$ cat src/rtl/sw_led_pio_slave.sv
// ---------------------------------------------------------------------------
// sw_led_pio_slave
//
// Avalon-MM responder for the HPS lightweight bridge that exposes the board
// switches (synchronized + debounced) and drives the board LEDs. No
// waitrequest; writes complete in one cycle and reads have a fixed latency
// of one cycle.
//
// Register map (word addresses):
//   0 DATA    RO   debounced switch state
//   1 LED     RW   LED drive, mirrored directly on led_out
//   2 EDGE    R/W1C sticky change flags, one per switch (either direction)
//   3 IRQMASK RW   per-bit enable of EDGE into irq
// Bits [31:WIDTH] read as zero and ignore writes.
//
// Ports:
//   clk_clk            single clock, rising edge
//   reset_reset        synchronous, active-high reset
//   avs_address        register word address
//   avs_read/avs_write read / write strobes
//   avs_writedata      write data
//   avs_readdata       read data, held between reads
//   avs_readdatavalid  one-cycle pulse, one cycle after each read strobe
//   irq                registered level interrupt, |(EDGE & IRQMASK)
//   sw_in              raw asynchronous switches
//   led_out            LED drive
// ---------------------------------------------------------------------------
module sw_led_pio_slave #(
    parameter int WIDTH           = 10,
    parameter int DEBOUNCE_CYCLES = 50000
) (
    input  logic             clk_clk,
    input  logic             reset_reset,
    input  logic [1:0]       avs_address,
    input  logic             avs_read,
    input  logic             avs_write,
    input  logic [31:0]      avs_writedata,
    output logic [31:0]      avs_readdata,
    output logic             avs_readdatavalid,
    output logic             irq,
    input  logic [WIDTH-1:0] sw_in,
    output logic [WIDTH-1:0] led_out
);

    localparam int               CNT_W    = (DEBOUNCE_CYCLES > 1) ? $clog2(DEBOUNCE_CYCLES) : 1;
    localparam logic [CNT_W-1:0] CNT_LAST = CNT_W'(DEBOUNCE_CYCLES - 1);

    localparam logic [1:0] ADDR_DATA = 2'd0;
    localparam logic [1:0] ADDR_LED  = 2'd1;
    localparam logic [1:0] ADDR_EDGE = 2'd2;
    localparam logic [1:0] ADDR_MASK = 2'd3;

    logic [WIDTH-1:0] sync1_q,      sync1_d;
    logic [WIDTH-1:0] sync2_q,      sync2_d;
    logic [WIDTH-1:0] stable_q,     stable_d;
    logic [WIDTH-1:0] stable_dly_q, stable_dly_d;
    logic [CNT_W-1:0] cnt_q,        cnt_d;
    logic [WIDTH-1:0] led_q,        led_d;
    logic [WIDTH-1:0] edge_q,       edge_d;
    logic [WIDTH-1:0] mask_q,       mask_d;
    logic             irq_q,        irq_d;
    logic [31:0]      rdata_q,      rdata_d;
    logic             rvalid_q,     rvalid_d;

    logic [WIDTH-1:0] wdata_lo;
    logic [WIDTH-1:0] edge_set;
    logic [WIDTH-1:0] edge_clr;

    assign wdata_lo = avs_writedata[WIDTH-1:0];

    // Upper write-data bits are intentionally ignored.
    if (WIDTH < 32) begin : g_unused
        logic unused_wdata_hi;
        assign unused_wdata_hi = ^avs_writedata[31:WIDTH];
    end

    always_comb begin
        // Two-flop synchronizer; nothing else looks at sw_in.
        sync1_d = sw_in;
        sync2_d = sync1_q;

        // One counter shared by all bits: any bit differing keeps it
        // running, full agreement clears it. A bounce back to equality
        // therefore restarts the whole window.
        stable_d = stable_q;
        cnt_d    = cnt_q;
        if (sync2_q == stable_q) begin
            cnt_d = '0;
        end else if (cnt_q == CNT_LAST) begin
            stable_d = sync2_q;
            cnt_d    = '0;
        end else begin
            cnt_d = cnt_q + 1'b1;
        end

        // Edge flags set the cycle after stable moves, hence the delayed copy.
        stable_dly_d = stable_q;
        edge_set     = stable_q ^ stable_dly_q;

        led_d    = led_q;
        mask_d   = mask_q;
        edge_clr = '0;
        if (avs_write) begin
            case (avs_address)
                ADDR_LED:  led_d    = wdata_lo;
                ADDR_EDGE: edge_clr = wdata_lo;
                ADDR_MASK: mask_d   = wdata_lo;
                default:   ;
            endcase
        end

        // Set beats clear when both hit the same bit in one cycle.
        edge_d = (edge_q & ~edge_clr) | edge_set;

        irq_d = |(edge_q & mask_q);

        // Read mux uses current register values, so a same-cycle write to
        // the same register returns the pre-write contents.
        rvalid_d = avs_read;
        rdata_d  = rdata_q;
        if (avs_read) begin
            case (avs_address)
                ADDR_DATA: rdata_d = 32'(stable_q);
                ADDR_LED:  rdata_d = 32'(led_q);
                ADDR_EDGE: rdata_d = 32'(edge_q);
                ADDR_MASK: rdata_d = 32'(mask_q);
                default:   rdata_d = '0;
            endcase
        end
    end

    always_ff @(posedge clk_clk) begin
        if (reset_reset) begin
            sync1_q      <= '0;
            sync2_q      <= '0;
            stable_q     <= '0;
            stable_dly_q <= '0;
            cnt_q        <= '0;
            led_q        <= '0;
            edge_q       <= '0;
            mask_q       <= '0;
            irq_q        <= 1'b0;
            rdata_q      <= '0;
            rvalid_q     <= 1'b0;
        end else begin
            sync1_q      <= sync1_d;
            sync2_q      <= sync2_d;
            stable_q     <= stable_d;
            stable_dly_q <= stable_dly_d;
            cnt_q        <= cnt_d;
            led_q        <= led_d;
            edge_q       <= edge_d;
            mask_q       <= mask_d;
            irq_q        <= irq_d;
            rdata_q      <= rdata_d;
            rvalid_q     <= rvalid_d;
        end
    end

    assign avs_readdata = rdata_q;
    // A read accepted just before reset must not report valid data while
    // reset is already asserted.
    assign avs_readdatavalid = rvalid_q & ~reset_reset;
    assign irq     = irq_q;
    assign led_out = led_q;

endmodule
$ cat config.mk
export PLATFORM = sky130hd
export DESIGN_NAME = sw_led_pio_slave
export DESIGN_NICKNAME = d
export VERILOG_FILES = /design/src/rtl/sw_led_pio_slave.sv
export SDC_FILE = /design/constraint.sdc
export NUM_CORES = 1
export LEC_CHECK = 0
export BUFFER_PORTS_ARGS = -buffer_cell sky130_fd_sc_hd__buf_4
export CAP_MARGIN = 20
export CORE_MARGIN = 2
export CORE_UTILIZATION = 45
export DETAILED_ROUTE_END_ITERATION = 10
export PLACE_DENSITY = 0.68
export SYNTH_ARGS = -nofsm -noshare
export SYNTH_HDL_FRONTEND = slang
export SYNTH_SLANG_ARGS = --single-unit
$ cat constraint.sdc
create_clock -name clk_clk -period 2.3 [get_ports clk_clk]
set_clock_uncertainty 0.1 [all_clocks]
set_input_delay 0.115 -clock clk_clk [delete_from_list [all_inputs] [get_ports clk_clk]]
set_output_delay 0.115 -clock clk_clk [all_outputs]
set_load 0.02 [all_outputs]
==> metrics.md, run 1 <==
| Metric | Value |
|---|---|
| Largest family of logic cells by synthesized area | `simple AND/OR/NAND/NOR gates` |
| Most common cell after layout, fill and taps aside | `dfxtp_1` |
| Net Switching | `0.824 mW` |
| Initial Util | `46.2%` |
| Crit path time final | `1.90 ns` |
| Most frequent cells in the layout | `dfxtp_1 (98), nor2_1 (58), buf_4 (53)` |
| CP max stage delay | `0.53 ns` |
| Worst-path maximum fanout | `19` |
| Switching part of the total | `26.5%` |
| Hold Vio Cnt, Final | `0` |
| Post-synth ARST share | `0%` |
| CTS tree | `yes` |
| Sequential element share of the synthesized area | `46.1%` |
| M3 GR Usage | `4.35%` |
| Slew Viols, Final | `0` |
| Post-synthesis cell area | `4250 sq um` |
| Routing usage on met1 | `20.0%` |
| Vias in the first global route | `2,779` |
| Layout area overhead | `16.7%` |
| Worst R2R Path Depth | `5` |
| Netlist cell types | `42` |
| Pint | `2.28 mW` |
| Reg power frac | `56.4%` |
| CP Cell Sequence | `or4_4 > nor4_4 > buf_4 > a311o_4 > nor2_1` |
| Period utilisation layout | `82.7%` |
| Worst Slack Setup Final | `0.398 ns` |
| Dpl cells | `575` |
| Mux contribution to synthesized area | `10.0%` |
| Worst Setup End Kind | `register` |
| Total grt overflow | `0` |
| Post-synth EDFFs | `0` |
| Clock Latency Late Sink | `0.36 ns` |
| Prevailing post-synth register cell | `dfxtp_1` |
| Clk buf depth | `2` |
| Area after DPL | `4550 sq um` |
| Antenna diodes | `0` |
| Clock transition at path regs | `0.10 ns` |
| First-pass GRT wire length | `12.9 mm` |
| HPWL after DPL | `5.46 mm` |
| Power per standard cell area | `626 nW/um^2` |
| Root buffer cell | `clkbuf_8` |
| Share of layout cells above drive strength 1 | `18.0%` |
| Req. time, crit path | `2.45 ns` |
| RSZ-0062 raised after global routing | `no` |
| Routed WL per cell | `12.7 microns` |
| Max-Cap Viols | `0` |
| Port buffer count | `47` |
| Cell Rows | `35` |
| Place WS | `0.409 ns` |
| Slowest cell on crit path | `or4_4` |
| Max VDD drop | `0.379 mV` |
| Vias | `3,069` |
| Startpoint Class | `register` |
| WS Path Type | `reg2reg` |
| Number of DRC markers in iteration 0 | `183` |
| WHS Path Cells | `2` |
| Combinational share of power | `9.3%` |
| Post-Route WL | `7.75 mm` |
| Max Fclk | `0.526 GHz` |
| Setup violators final | `0` |
| Grt met2 use | `25.8%` |
| Post-DRT Antenna Nets | `0` |
| Clock sink count | `98` |
| LEAKAGE | `2.01 nW` |
| Htree depth | `3` |
| Gate Count Post-Synth | `435` |
| Die footprint | `10,200 sq um` |
| Setup TNS Final | `0 ns` |
| IO Pins | `92` |
| Number of antenna violations at the first check in global routing | `0` |
| Post-CTS Resized | `0` |
| XOR/XNOR Fraction of Synth Area | `6.80%` |
| Synth Area in Compound Gates | `8.21%` |
| Worst Hold End | `sync1_q[9]` |
| Final Net Count | `545` |
| Worst slew pin tran | `0.666 ns` |
| Clk network pwr share | `34.3%` |
| Design area | `4960 sq um` |
| Vias per cell | `5.01` |
| CTS Hold Bufs | `21` |
| FF-to-FF setup slack | `0.40 ns` |
| Adder-cell share of the synthesized area | `0.294%` |
| Synth Area in Simple Gates | `19.9%` |
| Pin count of the biggest net entering global routing | `53` |
| Core area | `9200 sq um` |
| Arr. time, crit path | `2.05 ns` |
| # DRC | `0` |
| Total GRT Usage | `15.7%` |
| Busiest metal layer after global routing | `met2` |
| Flops & latches, synth | `98` |
| Outcome | `finished clean` |
| Final core utilization | `53.9%` |
| Slew HR | `55.5%` |
| Postcts setup bufs | `0` |
| Die H | `101 microns` |
| Reg2reg end | `cnt_q[15]` |
| Clock buffer count from CTS | `9` |
| Placer Congestion | `0.796` |
| Worst min-delay path category | `in2reg` |
| Mean Syn Cell Area | `9.78 sq um` |
| Synth warn | `0` |
| Final cell count without fillers | `612` |
| Hold Crit Start | `reset_reset` |
| R2R Path Start | `cnt_q[12]` |
| Die Span X | `101 microns` |
| Drt first pass iters | `4` |
## registers in the layout, summed over array words and instances (netlist names)
name	flops
avs_readdata	10
cnt_q	16
edge_q	10
irq	1
led_out	10
mask_q	10
rvalid_q	1
stable_dly_d	10
stable_dly_q	10
sync1_q	10
sync2_q	10
## final cells by class
class	instances	area [sq um]
clock buffer	9	124
clock inverter	7	72.6
fill	835	4240
inverter	14	52.6
multi-input combinational	299	2000
sequential	98	1960
tap	111	139
timing repair buffer	74	608
## how the worst max path moves through the flow
stage                          from         endpoint  cells past startpoint
floorplan                 cnt_q[12]        cnt_q[10]                      5
global placement          cnt_q[12]         cnt_q[2]                      5
detailed placement  stable_dly_d[2]  stable_dly_d[9]                      4
CTS                       cnt_q[12]         cnt_q[9]                      5
global route        stable_dly_d[2]  stable_dly_d[0]                      4
finish                    cnt_q[12]        cnt_q[15]                      5
## critical path, delay by kind of cell, from the launching register on
kind	cells	cell delay [ns]
buffers and inverters	1	0.26
AOI/OAI and AO/OA	1	0.26
DFF	1	0.36
and+or+nand+nor	3	0.81
## power groups by stage
stage	sequential (mW)	combinational, mW	clock, mW
CTS	1.75	0.289	1.11
floorplan	1.80	0.211	0
global placement	1.79	0.256	0
detailed placement	1.79	0.260	0
finish	1.75	0.289	1.06
global route	1.76	0.316	1.17
## metrics by stage
step | power (mW) | hold slack [ns]
after CTS | 3.15 | 0.0885
after detailed placement | 2.05 | 0.229
final | 3.10 | 0.112
after floorplan | 2.01 | 0.143
after global routing | 3.25 | 0.0991
after global placement | 2.04 | 0.232
## logic make-up (layout without fill, tap and decap cells)
family,Yosys count,count (layout)
buffers and inverters,59,104
adder cells (fa/ha/maj),1,1
XOR/XNOR,33,33
flip-flops,98,98
AO/OA/AOI/OAI,48,48
other,1,22
AND/OR/NAND/NOR,165,165
multiplexers,30,30
## metal layers
metal	up-vias	share of wire, %
met3	4	5.9
li1	1576	-
met4	0	0.70
met5	-	0
met1	1400	46
met2	89	48
## cells in the mapped netlist (2+ instances only)
| cell type | number | area, sq um |
|---|---|---|
| o311ai_0 | 10 | 87.6 |
| dlygate4sd1_1 | 3 | 26.3 |
| buf_2 | 3 | 15.0 |
| buf_4 | 22 | 165 |
| nor3_1 | 4 | 20.0 |
| a221oi_1 | 2 | 17.5 |
| xor2_1 | 12 | 105 |
| buf_1 | 2 | 7.51 |
| xnor2_1 | 21 | 184 |
| buf_6 | 4 | 45.0 |
| and3_1 | 2 | 12.5 |
| mux2i_1 | 20 | 200 |
| nor2b_1 | 22 | 138 |
| nor4_1 | 3 | 18.8 |
| mux4_2 | 10 | 225 |
| inv_1 | 14 | 52.6 |
| and2b_1 | 2 | 15.0 |
| a21oi_1 | 21 | 105 |
| o311ai_1 | 10 | 87.6 |
| nor2_1 | 58 | 218 |
| clkbuf_1 | 9 | 33.8 |
| nand3_1 | 7 | 35.0 |
| and4_1 | 2 | 17.5 |
| dfxtp_1 | 98 | 1960 |
| and2b_2 | 8 | 70.1 |
| a22o_1 | 2 | 17.5 |
| nand4_1 | 15 | 93.8 |
| nand2_1 | 35 | 131 |
Power figures use the tool's default switching activity.
==> inputs of run 2 (changes only) <==
- clock period: 2.3 -> 1.9 ns (I/O delays scaled with it)
==> run 2 against run 1 <==
Net effect:
- global-route usage rose by 0.32 points
- critical path type unchanged
- sequential share of layout area fell by 1.2 points
- die area did not move
- setup slack got worse by 0.38 ns
- via count rose by 4.0%
- maximum frequency rose by 1.1%
- flip-flop and latch count did not move
- critical path depth rose by 1
- combinational power rose by 29%
- clock power rose by 35%
- total power rose by 26%
==> metrics.md, run 2 (same netlist as run 1, synthesis figures left out) <==
| Metric | Value |
|---|---|
| Max-Cap Viols | `0 (unchanged)` |
| Vias in the first global route | `2,813 (+1.2%)` |
| Area after DPL | `4600 sq um (+0.93%)` |
| CP Cell Sequence | `or4_4 > nor4_4 > buf_4 > buf_12 > o311ai_0 > o311ai_1` |
| Clock sink count | `98 (unchanged)` |
| Post-DRT Antenna Nets | `0 (unchanged)` |
| Vias per cell | `5.13 (+2.3%)` |
| Pin count of the biggest net entering global routing | `63 (+19%)` |
| Drt first pass iters | `4 (unchanged)` |
| Largest register FFs | `16 (unchanged)` |
| Crit path time final | `1.88 ns (-0.0208 ns)` |
| Busiest metal layer after global routing | `met2` |
| Req. time, crit path | `2.07 ns (-0.38 ns)` |
| Most common cell after layout, fill and taps aside | `dfxtp_1` |
| IO Pins | `92 (unchanged)` |
| First-pass GRT wire length | `13.2 mm (+2.5%)` |
| Routed WL per cell | `13.0 microns (+2.4%)` |
| Period utilisation layout | `99.0% (+16 points)` |
| Slew Viols, Final | `0 (unchanged)` |
| Vias | `3,192 (+4.0%)` |
| Total grt overflow | `0 (unchanged)` |
| Number of DRC markers in iteration 0 | `173 (-5.5%)` |
| Clock Latency Late Sink | `0.36 ns (about the same)` |
| Max VDD drop | `0.485 mV (+28%)` |
| Power per standard cell area | `766 nW/um^2 (+22%)` |
| Grt met2 use | `25.9% (+0.15 points)` |
| Largest Register | `cnt_q` |
| Placer Congestion | `0.848 (+6.5%)` |
| Clk buf depth | `2 (unchanged)` |
| Slowest cell on crit path | `or4_4` |
| Share of layout cells above drive strength 1 | `20.4% (+2.4 points)` |
| Hold Vio Cnt, Final | `0 (unchanged)` |
| Worst Setup End Kind | `register` |
| Initial Util | `46.2% (unchanged)` |
| Root buffer cell | `clkbuf_8` |
| Setup TNS Final | `0 ns (unchanged)` |
| Startpoint Class | `register` |
| Arr. time, crit path | `2.05 ns (about the same)` |
| Most frequent cells in the layout | `dfxtp_1 (97), buf_4 (59), nor2_1 (57)` |
| Port buffer count | `47 (unchanged)` |
| Routing usage on met1 | `20.9% (+0.89 points)` |
| Clock transition at path regs | `0.10 ns (about the same)` |
| RSZ-0062 raised after global routing | `yes` |
| Design area | `5120 sq um (+3.3%)` |
| CTS tree | `yes` |
| Total GRT Usage | `16.1% (+0.32 points)` |
| Place WS | `0.0518 ns (-0.357 ns)` |
| Slew HR | `60.4% (+4.9 points)` |
| Die H | `101 microns (unchanged)` |
| Outcome | `finished clean` |
| Die footprint | `10,200 sq um (unchanged)` |
| Cell Rows | `35 (unchanged)` |
| Core area | `9200 sq um (unchanged)` |
| Htree depth | `3 (unchanged)` |
| CP max stage delay | `0.54 ns (about the same)` |
| HPWL after DPL | `5.43 mm (-0.54%)` |
| Layout area overhead | `20.5%` |
| Die Span X | `101 microns (unchanged)` |
| Post-Route WL | `8.07 mm (+4.1%)` |
| Number of fill cells | `813 (-2.6%)` |
| Setup violators final | `0 (unchanged)` |
| Worst slew pin tran | `0.594 ns (-0.0721 ns)` |
| Worst Slack Setup Final | `0.0184 ns (-0.379 ns)` |
| # DRC | `0 (unchanged)` |
| Worst-path maximum fanout | `10 (-9)` |
| Worst min-delay path category | `in2reg` |
| Number of antenna violations at the first check in global routing | `0 (unchanged)` |
| M3 GR Usage | `3.86% (-0.48 points)` |
| Clock buffer count from CTS | `9 (unchanged)` |
| Final core utilization | `55.7% (+1.8 points)` |
| WS Path Type | `reg2reg` |
| LEAKAGE | `2.10 nW (+4.5%)` |
| Final Net Count | `555 (+1.8%)` |
| Power Total | `3.92 mW (+26%)` |
| Antenna diodes | `0 (unchanged)` |
| Max Fclk | `0.531 GHz (+1.1%)` |
run 2: cell count changes in the layout (fill, tap and decap cells not counted), moves of 2 or more:
cell,previous run,this run
buf_12,0,2
buf_4,53,59
o311ai_0,10,1
o311ai_1,10,17
o311ai_2,0,2
run 2: worst paths after layout:
kind / end / start / slack, ns / cells past startpoint
worst min register to register: sync2_q[6] / sync1_q[6] / 0.33 / 1
worst min-delay path: led_out[9] / avs_write / 0.04 / 4
worst max-delay path: stable_dly_d[2] / cnt_q[11] / 0.02 / 6
worst max register to register: stable_dly_d[2] / cnt_q[11] / 0.02 / 6
run 2: through the flow:
stage | hold WS, ns | instances
5_1_grt | 0.0826 | 622
3_5_place_dp | 0.212 | 579
6_report | 0.0409 | 622
2_1_floorplan | 0.123 | 456
4_1_cts | 0.0300 | 616
3_3_place_gp | 0.214 | 579
run 2: cell type report:
class | count | area, sq um | share of cell area (%)
inverter | 14 | 52.6 | 1.03
tap | 111 | 139 | 2.71
timing repair buffer | 84 | 729 | 14.2
multi-input combinational | 299 | 2020 | 39.4
sequential | 98 | 1960 | 38.3
clock inverter | 7 | 96.3 | 1.88
clock buffer | 9 | 124 | 2.42
run 2: metal layers:
layer  wire length [microns]  vias to the layer above
met5                       0                        -
met4                     107                        0
met3                     424                       11
met2                    3860                      102
met1                    3670                     1480
li1                        -                     1599
run 2: critical path: cells and delay by family, from the launching register on:
| family | cells | cell delay [ns] |
|---|---|---|
| AOI/OAI and AO/OA | 2 | 0.23 |
| DFF | 1 | 0.33 |
| buffers and inverters | 2 | 0.32 |
| and+or+nand+nor | 2 | 0.81 |
run 2: repair_timing:
action,in CTS,in global routing
hold buffers,21,0
setup endpoints to repair,0,10
hold endpoints to repair,41,0
gates resized for setup,0,13
setup buffers,0,4
run 2: where the power goes:
| part | switching (mW) | leakage (nW) | internal [mW] |
|---|---|---|---|
| clock network | 0.782 | 0.108 | 0.649 |
| logic | 0.213 | 1.20 | 0.161 |
| registers | 0.0231 | 0.796 | 2.10 |
| total | 1.02 | 2.10 | 2.91 |
==> inputs of run 3 (changes only) <==
- CORE_ASPECT_RATIO: unset -> 1.2
==> run 3 against run 2 <==
Net effect:
- highest routed layer unchanged
- critical path depth is 1 higher
- cell count is 1.3% higher
- non-clock buffer count is 1 lower
- utilization is 0.14 points higher
- via count is 2.9% lower
- global-route usage is 0.13 points lower
- largest cell class unchanged
- die area hardly changed
- flip-flop and latch count stayed put
- worst hold slack better by 0.0072 ns
- sequential share of layout area is 0.16 points higher
==> metrics.md, run 3 (same netlist as run 1, synthesis figures left out) <==
| Metric | Value |
|---|---|
| HPWL after DPL | `5.59 mm (+3.1%)` |
| Outcome | `finished clean` |
| IO Pins | `92 (unchanged)` |
| Largest register FFs | `16 (unchanged)` |
| LEAKAGE | `2.08 nW (-0.93%)` |
| Clock Latency Late Sink | `0.37 ns (about the same)` |
| Htree depth | `3 (unchanged)` |
| Max-Cap Viols | `0 (unchanged)` |
| Max Fclk | `0.560 GHz (+5.4%)` |
| Setup TNS Final | `0 ns (unchanged)` |
| Routed WL per cell | `12.7 microns (-2.2%)` |
| Post-Route WL | `7.99 mm (-0.98%)` |
| Clock buffer count from CTS | `9 (unchanged)` |
| CTS tree | `yes` |
| Root buffer cell | `clkbuf_8` |
| Area of the multi-input gates | `2000 sq um (-0.87%)` |
| Number of DRC markers in iteration 0 | `107 (-38%)` |
| Worst R2R Path Depth | `7 (+1)` |
| Power per standard cell area | `782 nW/um^2 (+2.2%)` |
| First-pass GRT wire length | `13.3 mm (+0.52%)` |
| Reg2reg end | `stable_dly_d[9]` |
| Vias per cell | `4.92 (-4.1%)` |
| Place WS | `0.0781 ns (+0.0263 ns)` |
| Area after DPL | `4620 sq um (+0.41%)` |
| Startpoint Class | `register` |
| Clock transition at path regs | `0.09 ns (about the same)` |
| Arr. time, crit path | `1.96 ns (-0.09 ns)` |
| Period utilisation layout | `94.0% (-5.1 points)` |
| Worst Slack Setup Final | `0.115 ns (+0.0965 ns)` |
| Total grt overflow | `0 (unchanged)` |
| Reg area | `1960 sq um (about the same)` |
| Share of layout cells above drive strength 1 | `19.4% (-0.94 points)` |
| Cell Rows | `38 (+8.6%)` |
| Drt first pass iters | `4 (unchanged)` |
| Number of fill cells | `802 (-1.4%)` |
| Req. time, crit path | `2.08 ns (about the same)` |
| Worst Setup End Kind | `register` |
| Hold Crit Start | `reset_reset` |
| Port buffer count | `47 (unchanged)` |
| # DRC | `0 (unchanged)` |
| Clock sink count | `98 (unchanged)` |
| Worst min-delay path category | `in2reg` |
| Crit path time final | `1.79 ns (-0.0965 ns)` |
| Vias | `3,099 (-2.9%)` |
| Vias in the first global route | `2,886 (+2.6%)` |
| R2R Path Start | `cnt_q[1]` |
| Most frequent cells in the layout | `dfxtp_1 (98), buf_4 (60), nor2_1 (58)` |
| Die H | `110 microns (+9.2%)` |
| Core area | `9130 sq um (-0.73%)` |
| Design area | `5100 sq um (-0.49%)` |
| Worst Hold End | `sync2_q[1]` |
| Antenna diodes | `0 (unchanged)` |
| FF-to-FF setup slack | `0.11 ns (+0.10 ns)` |
| Worst-path maximum fanout | `10 (unchanged)` |
| Initial Util | `46.6% (+0.34 points)` |
| WHS | `0.0482 ns (+0.00724 ns)` |
| Post-CTS Resized | `0 (unchanged)` |
| Final core utilization | `55.9% (+0.14 points)` |
| Clk buf depth | `2 (unchanged)` |
| Post-DRT Antenna Nets | `0 (unchanged)` |
| Max VDD drop | `0.446 mV (-8.1%)` |
| Slew Viols, Final | `0 (unchanged)` |
| Placer Congestion | `0.759 (-10%)` |
| Most common cell after layout, fill and taps aside | `dfxtp_1` |
| Largest Register | `cnt_q` |
| Die footprint | `10,200 sq um (about the same)` |
| Number of antenna violations at the first check in global routing | `0 (unchanged)` |
| Pin count of the biggest net entering global routing | `48 (-24%)` |
| Final Net Count | `554 (-0.18%)` |
| Setup violators final | `0 (unchanged)` |
| Layout area overhead | `19.9%` |
| WHS Path Cells | `2 (-2)` |
| Hold Vio Cnt, Final | `0 (unchanged)` |
| RSZ-0062 raised after global routing | `no` |
| WS Path Type | `reg2reg` |
| Die Span X | `92.7 microns (-8.4%)` |
| Total GRT Usage | `15.9% (-0.13 points)` |
-- run 3: worst max-delay path by stage --
stage	end	depth (start not counted)	from	slack, ns
2_1_floorplan	cnt_q[11]	5	cnt_q[12]	0.19
3_3_place_gp	stable_dly_d[7]	5	cnt_q[11]	0.11
6_report	stable_dly_d[9]	7	cnt_q[1]	0.11
3_5_place_dp	stable_dly_d[9]	4	stable_dly_d[1]	0.08
4_1_cts	stable_dly_d[9]	5	cnt_q[11]	0.06
5_1_grt	stable_dly_d[6]	7	cnt_q[1]	0.01
-- run 3: power by group --
group          switching, mW  internal, mW
clock                  0.747         0.755
sequential            0.0231          2.10
combinational          0.208         0.162
total                  0.978          3.01
-- run 3: area by class of cell --
type	instances	share of cell area, %
clock buffer	9	2.43
sequential	98	38.5
timing repair buffer	83	13.8
multi-input combinational	299	39.3
inverter	14	1.03
tap	120	2.94
clock inverter	7	2.01
-- run 3: through the flow --
stage               std cells  total power, mW
floorplan                 456             2.43
global placement          589             2.49
detailed placement        589             2.50
CTS                       626             4.02
global route              630             4.15
finish                    630             3.99
-- run 3: critical path, stage by stage (launching register included) --
cell and delay [ns]:
dfxtp_1 0.37, ha_1 0.21, nand3_1 0.16, nor4_4 0.28
buf_4 0.19, buf_12 0.12, o311ai_0 0.14, o311ai_1 0.12
-- run 3: repair_timing --
item / 4_1_cts / 5_1_grt
endpoints found under the hold margin: 41 / 0
hold buffers: 21 / 0
buffers inserted: 0 / 3
endpoints found under the setup margin: 0 / 10
-- run 3: metal layers --
metal  vias up  routed length, microns  global-route usage (%)
met2        72                    3880                    26.1
li1       1590                       -                       -
met5         -                       0                       0
met3        10                     294                    2.66
met4         0                     125                    6.86
met1      1427                    3690                    20.6
